===== config.mk =====
export PLATFORM = sky130hd
export DESIGN_NAME = dmem_arbiter
export DESIGN_NICKNAME = d
export VERILOG_FILES = /design/src/rtl/dmem_arbiter_pkg.sv /design/src/rtl/dmem_arb_resp.sv /design/src/rtl/dmem_arbiter.sv
export SDC_FILE = /design/constraint.sdc
export NUM_CORES = 1
export LEC_CHECK = 0
export BUFFER_PORTS_ARGS = -buffer_cell sky130_fd_sc_hd__buf_2
export CORE_AREA = 2 2 118 120
export CTS_CLUSTER_DIAMETER = 50
export DETAILED_ROUTE_END_ITERATION = 16
export DIE_AREA = 0 0 120 122
export PLACE_DENSITY = 0.7
export SKIP_CTS_REPAIR_TIMING = 1
export SLEW_MARGIN = 25
export SYNTH_ARGS = -nofsm -noshare
export SYNTH_HDL_FRONTEND = slang
export SYNTH_HIERARCHICAL = 1
export SYNTH_SLANG_ARGS = --single-unit

===== constraint.sdc =====
create_clock -name clk -period 1.7 [get_ports clk]
set_input_delay 0.34 -clock clk [delete_from_list [all_inputs] [get_ports clk]]
set_output_delay 0.34 -clock clk [all_outputs]
set_load 0.005 [all_outputs]

===== src/rtl/dmem_arbiter_pkg.sv =====
// Shared types for the DataMem arbiter: width-code bus and FSM state encodings.
// Optional fixed-priority mode is selected by DMEM_ARB_FIXED_PRI_EN in dmem_arbiter.sv.
`ifndef MEMWRWIDTH_BUS
`define MEMWRWIDTH_BUS 1:0
`endif

package dmem_arbiter_pkg;

    typedef enum logic [1:0] {
        DMEM_ARB_IDLE = 2'd0,
        DMEM_ARB_GNT0 = 2'd1,
        DMEM_ARB_GNT1 = 2'd2
    } dmem_arb_state_e;

    localparam logic RR_RESET = 1'b1;

endpackage


===== src/rtl/dmem_arb_resp.sv =====
// Per-port read response register: captures memory read data on a granted read
// and pulses rvalid for the following cycle; rdata holds until the next read.
module dmem_arb_resp #(
    parameter int DATA_W = 32
) (
    input  logic              clk,
    input  logic              rstn,
    input  logic              cap,
    input  logic [DATA_W-1:0] din,
    output logic              rvalid,
    output logic [DATA_W-1:0] rdata
);

    logic              rvalid_q, rvalid_d;
    logic [DATA_W-1:0] rdata_q, rdata_d;

    always_comb begin
        rvalid_d = cap;
        rdata_d  = rdata_q;
        if (cap) begin
            rdata_d = din;
        end
    end

    always_ff @(posedge clk or negedge rstn) begin
        if (!rstn) begin
            rvalid_q <= 1'b0;
            rdata_q  <= '0;
        end else begin
            rvalid_q <= rvalid_d;
            rdata_q  <= rdata_d;
        end
    end

    assign rvalid = rvalid_q;
    assign rdata  = rdata_q;

endmodule


===== src/rtl/dmem_arbiter.sv =====
// Two-master arbiter in front of the single-port DataMem, round-robin by default.
// Define DMEM_ARB_FIXED_PRI_EN for fixed priority with port 0 always winning.
module dmem_arbiter #(
    parameter int ADDR_W = 32,
    parameter int DATA_W = 32
) (
    input  logic                   clk,
    input  logic                   rstn,
    input  logic                   m0_req,
    input  logic                   m0_we,
    input  logic [ADDR_W-1:0]      m0_addr,
    input  logic [DATA_W-1:0]      m0_wdata,
    input  logic [`MEMWRWIDTH_BUS] m0_width,
    output logic                   m0_gnt,
    output logic                   m0_rvalid,
    output logic [DATA_W-1:0]      m0_rdata,
    input  logic                   m1_req,
    input  logic                   m1_we,
    input  logic [ADDR_W-1:0]      m1_addr,
    input  logic [DATA_W-1:0]      m1_wdata,
    input  logic [`MEMWRWIDTH_BUS] m1_width,
    output logic                   m1_gnt,
    output logic                   m1_rvalid,
    output logic [DATA_W-1:0]      m1_rdata,
    output logic                   mem_we,
    output logic [ADDR_W-1:0]      mem_addr,
    output logic [DATA_W-1:0]      mem_din,
    output logic [`MEMWRWIDTH_BUS] mem_width,
    input  logic [DATA_W-1:0]      mem_dout
);

    import dmem_arbiter_pkg::*;

    dmem_arb_state_e state_q, state_d;

`ifdef DMEM_ARB_FIXED_PRI_EN
    always_comb begin
        state_d = state_q;
        unique case (state_q)
            DMEM_ARB_IDLE, DMEM_ARB_GNT0, DMEM_ARB_GNT1: begin
                if (m0_req) begin
                    state_d = DMEM_ARB_GNT0;
                end else if (m1_req && state_q != DMEM_ARB_GNT1) begin
                    state_d = DMEM_ARB_GNT1;
                end else begin
                    state_d = DMEM_ARB_IDLE;
                end
            end
            default: state_d = DMEM_ARB_IDLE;
        endcase
    end

    always_ff @(posedge clk or negedge rstn) begin
        if (!rstn) begin
            state_q <= DMEM_ARB_IDLE;
        end else begin
            state_q <= state_d;
        end
    end
`else
    logic rr_last_q, rr_last_d;

    // rr_last names the port served most recently; the other one wins a tie
    always_comb begin
        state_d   = state_q;
        rr_last_d = rr_last_q;
        unique case (state_q)
            DMEM_ARB_IDLE: begin
                if (m0_req && m1_req) begin
                    state_d = rr_last_q ? DMEM_ARB_GNT0 : DMEM_ARB_GNT1;
                end else if (m0_req) begin
                    state_d = DMEM_ARB_GNT0;
                end else if (m1_req) begin
                    state_d = DMEM_ARB_GNT1;
                end else begin
                    state_d = DMEM_ARB_IDLE;
                end
            end
            DMEM_ARB_GNT0: begin
                rr_last_d = 1'b0;
                state_d   = m1_req ? DMEM_ARB_GNT1 : DMEM_ARB_IDLE;
            end
            DMEM_ARB_GNT1: begin
                rr_last_d = 1'b1;
                state_d   = m0_req ? DMEM_ARB_GNT0 : DMEM_ARB_IDLE;
            end
            default: state_d = DMEM_ARB_IDLE;
        endcase
    end

    always_ff @(posedge clk or negedge rstn) begin
        if (!rstn) begin
            state_q   <= DMEM_ARB_IDLE;
            rr_last_q <= RR_RESET;
        end else begin
            state_q   <= state_d;
            rr_last_q <= rr_last_d;
        end
    end
`endif

    assign m0_gnt = (state_q == DMEM_ARB_GNT0);
    assign m1_gnt = (state_q == DMEM_ARB_GNT1);

    always_comb begin
        mem_we    = 1'b0;
        mem_addr  = '0;
        mem_din   = '0;
        mem_width = '0;
        unique case (state_q)
            DMEM_ARB_GNT0: begin
                mem_we    = m0_we;
                mem_addr  = m0_addr;
                mem_din   = m0_wdata;
                mem_width = m0_width;
            end
            DMEM_ARB_GNT1: begin
                mem_we    = m1_we;
                mem_addr  = m1_addr;
                mem_din   = m1_wdata;
                mem_width = m1_width;
            end
            default: begin
                mem_we = 1'b0;
            end
        endcase
    end

    dmem_arb_resp #(.DATA_W(DATA_W)) u_resp0 (
        .clk    (clk),
        .rstn   (rstn),
        .cap    (m0_gnt && !m0_we),
        .din    (mem_dout),
        .rvalid (m0_rvalid),
        .rdata  (m0_rdata)
    );

    dmem_arb_resp #(.DATA_W(DATA_W)) u_resp1 (
        .clk    (clk),
        .rstn   (rstn),
        .cap    (m1_gnt && !m1_we),
        .din    (mem_dout),
        .rvalid (m1_rvalid),
        .rdata  (m1_rdata)
    );

endmodule


==> impl_metrics.py <==
metrics = {
    "status": {
        "outcome": "finished, violations left",
        "failed_checks": "setup timing",
    },
    "pwr": {
        "cellLeakagePower_nw": 3.34,
        "p_total_mw": 12.0,
        "ir_drop_mv": 0.682,
        "power_density_nw_per_um2": 1770,
    },
    "clocking": {
        "cts_buffers": 9,
        "clk_transition_reported_paths_ns": 0.06,
        "cts_root_buf": "clkbuf_16",
        "clockBufferDepth": 2,
        "worstSkewPairLatency_ns": 0.32,
        "htreeDepth": 3,
        "cts_tree": "done",
        "cts_sinks": 69,
    },
    "grt": {
        "grt_max_degree": 42,
        "overflow": 0,
        "grt_usage": 0.165,
        "grt_pass1_vias": 3740,
        "antenna_found_initial": 0,
        "grt_pass1_wl_mm": 19.3,
    },
    "timing": {
        "finalCritPeriodShare": 1.19,
        "fin_skew_ns": 0.00471,
        "finalMaxSlewViolations": 0,
        "max_clock_freq_mhz": 494,
        "worst_pin_slew_ns": 0.409,
        "rsz0062_at_grt": "true",
        "holdWs_ns": 0.225,
        "hold_viol": 0,
        "fin_crit_ns": 2.03,
        "finalWorstSetupSlack_ns": -0.325,
        "finalSetupViolCount": 69,
        "relSlewSlack": 0.728,
    },
    "drt": {
        "routedWlPerCell_um": 17.5,
        "vias_per_cell": 4.63,
        "wl_met1_mm": 5.96,
        "drc": 0,
        "detail-route-antenna-nets": 0,
        "firstDrtPassIters": 4,
        "highest_layer": "met4",
        "route.vias.total": 3831,
        "route.met2.wl_mm": 7.48,
        "wl_met3_um": 926,
        "wl_mm": 14.5,
        "drt_iter0_markers": 211,
    },
    "layout": {
        "drive_gt1_frac": 0.752,
        "fin_area_um2": 6760,
        "area_growth_pct": 69.0,
        "layout.nets": 819,
        "layout_common_cells": "304 x buf_2, 66 x nor2b_1, 66 x dfrtp_1",
        "diodes": 0,
        "final_common_cell": "buf_2",
    },
    "critical_path": {
        "cpLargestDelayFamily": "buffers and inverters",
        "slowest_delay_ns": 0.44,
        "r2r_slack_ns": 0.04,
        "r2r_cells": 7,
        "cp-end-kind": "output port",
        "path_depth": 7,
        "crit_path_top_delay_cell": "dfrtp_2",
        "rr_startpoint": "state_q[0]",
        "path_cells": "inv_4 > ha_4 > buf_6 > buf_6 > a22oi_1 > nor2b_1 > buf_2",
        "worstPathRequired_ns": 1.36,
        "crit_path_start": "state_q[0]",
        "crit_fanout": 8,
        "endpoint": "mem_addr[21]",
        "r2r-end": "u_resp0/rdata[1]",
        "critPathLaunchType": "flip-flop",
        "cp.arrival_ns": 1.69,
        "critical_path_buf_inv_count": 4,
        "crit_type": "reg -> out",
        "crit_top_cell": "buf_6",
    },
    "die": {
        "design.core.area_um2": 13500,
        "num_rows": 43,
        "die_w_um": 120,
        "start_util": 0.296,
        "die_y_um": 122,
        "io_pins": 305,
        "die_area_um2": 14600,
    },
    "place": {
        "dp_hpwl_mm": 9.92,
        "port-buffer-count": 304,
        "gp_congestion": 0.843,
        "detailed_place.area_um2": 5820,
    },
    "min_path": {
        "hold_depth": 2,
        "worstHoldPathType": "in -> reg",
    },
    "yosys": {
        "synth_cell_type_count": 18,
        "synth_area_per_cell_um2": 12.7,
        "yosys_warnings": 6,
        "ys_seq_area_frac": 0.432,
        "synthesis.nets": 490,
        "ys_ff_latch": 69,
        "syn_inst": 314,
        "syn-cell-area_um2": 4000,
    },
    "run": {
        "drv_cap": 0,
    },
}
## registers in the layout (all words and copies together) (netlist names)
| signal | cells |
|---|---|
| u_resp1/rvalid | 1 |
| u_resp1/rdata | 32 |
| rr_last_q | 1 |
| u_resp0/rdata | 32 |
| state_q | 2 |
| u_resp0/rvalid | 1 |
## Yosys cell counts
library cell,instances,area [um^2]
a22oi_1,67,503
a311oi_1,1,8.76
buf_12,6,120
buf_2,8,40.0
buf_4,7,52.6
buf_6,2,22.5
clkbuf_1,6,22.5
dfrtp_1,68,1700
dfstp_2,1,26.3
ha_1,6,75.1
inv_1,3,11.3
mux2_2,5,56.3
mux2_4,60,901
nand2b_1,1,6.26
nor2_1,3,11.3
nor2b_1,68,425
nor3b_1,1,7.51
nor4b_1,1,8.76
## worst reg2reg max path: stages, from the launching register on
cell and delay [ns]:
dfrtp_2 0.44, buf_4 0.15, ha_1 0.22, inv_2 0.09
nor2_4 0.04, buf_12 0.13, clkbuf_16 0.18, mux2_4 0.31
## per-layer routing
layer  vias up  track usage
met5         -            0
met4         0       0.0397
met3        14       0.0281
met2       180        0.292
met1      1845        0.210
li1       1792            -
## how the worst min path moves through the flow
stage	from	to	slack, ns
global route	m0_req	state_q[1]	0.24
global placement	rstn	u_resp0/rdata[10]	0.29
detailed placement	rstn	u_resp0/rdata[10]	0.29
floorplan	rstn	state_q[0]	0.04
finish	m0_req	state_q[1]	0.23
CTS	rstn	u_resp0/rdata[16]	-0.07
## cell type report
cell class                 instances  area, um^2
tap                              180         225
clock inverter                     7         106
clock buffer                       9         225
multi-input combinational        213        2300
sequential                        69        1730
fill                            1235        6740
inverter                           3        16.3
timing repair buffer             347        2160
## report_power, final
part           internal [mW]  switching [mW]
sequential              2.48           0.471
combinational           4.13            2.84
clock                   1.31           0.755
## stage by stage
step           TNS [ns]  worst slack [ns]   util  instances
2_1_floorplan         0            0.0714      -        314
3_3_place_gp    -0.0740           -0.0471  0.431        794
3_5_place_dp     -0.142           -0.0693  0.431        794
4_1_cts          -22.50            -0.436  0.456        810
5_1_grt          -22.87            -0.381  0.501        828
6_report         -18.37            -0.325  0.501        828
## kinds of logic after synthesis
family | after synthesis | synth area share
DFF | 69 | 0.432
AOI/OAI and AO/OA | 68 | 0.128
muxes | 65 | 0.239
adders and majority gates | 6 | 0.0188
and+or+nand+nor | 74 | 0.115
buffers and inverters | 32 | 0.0673
Note: power is estimated with default switching activity, not from simulation.
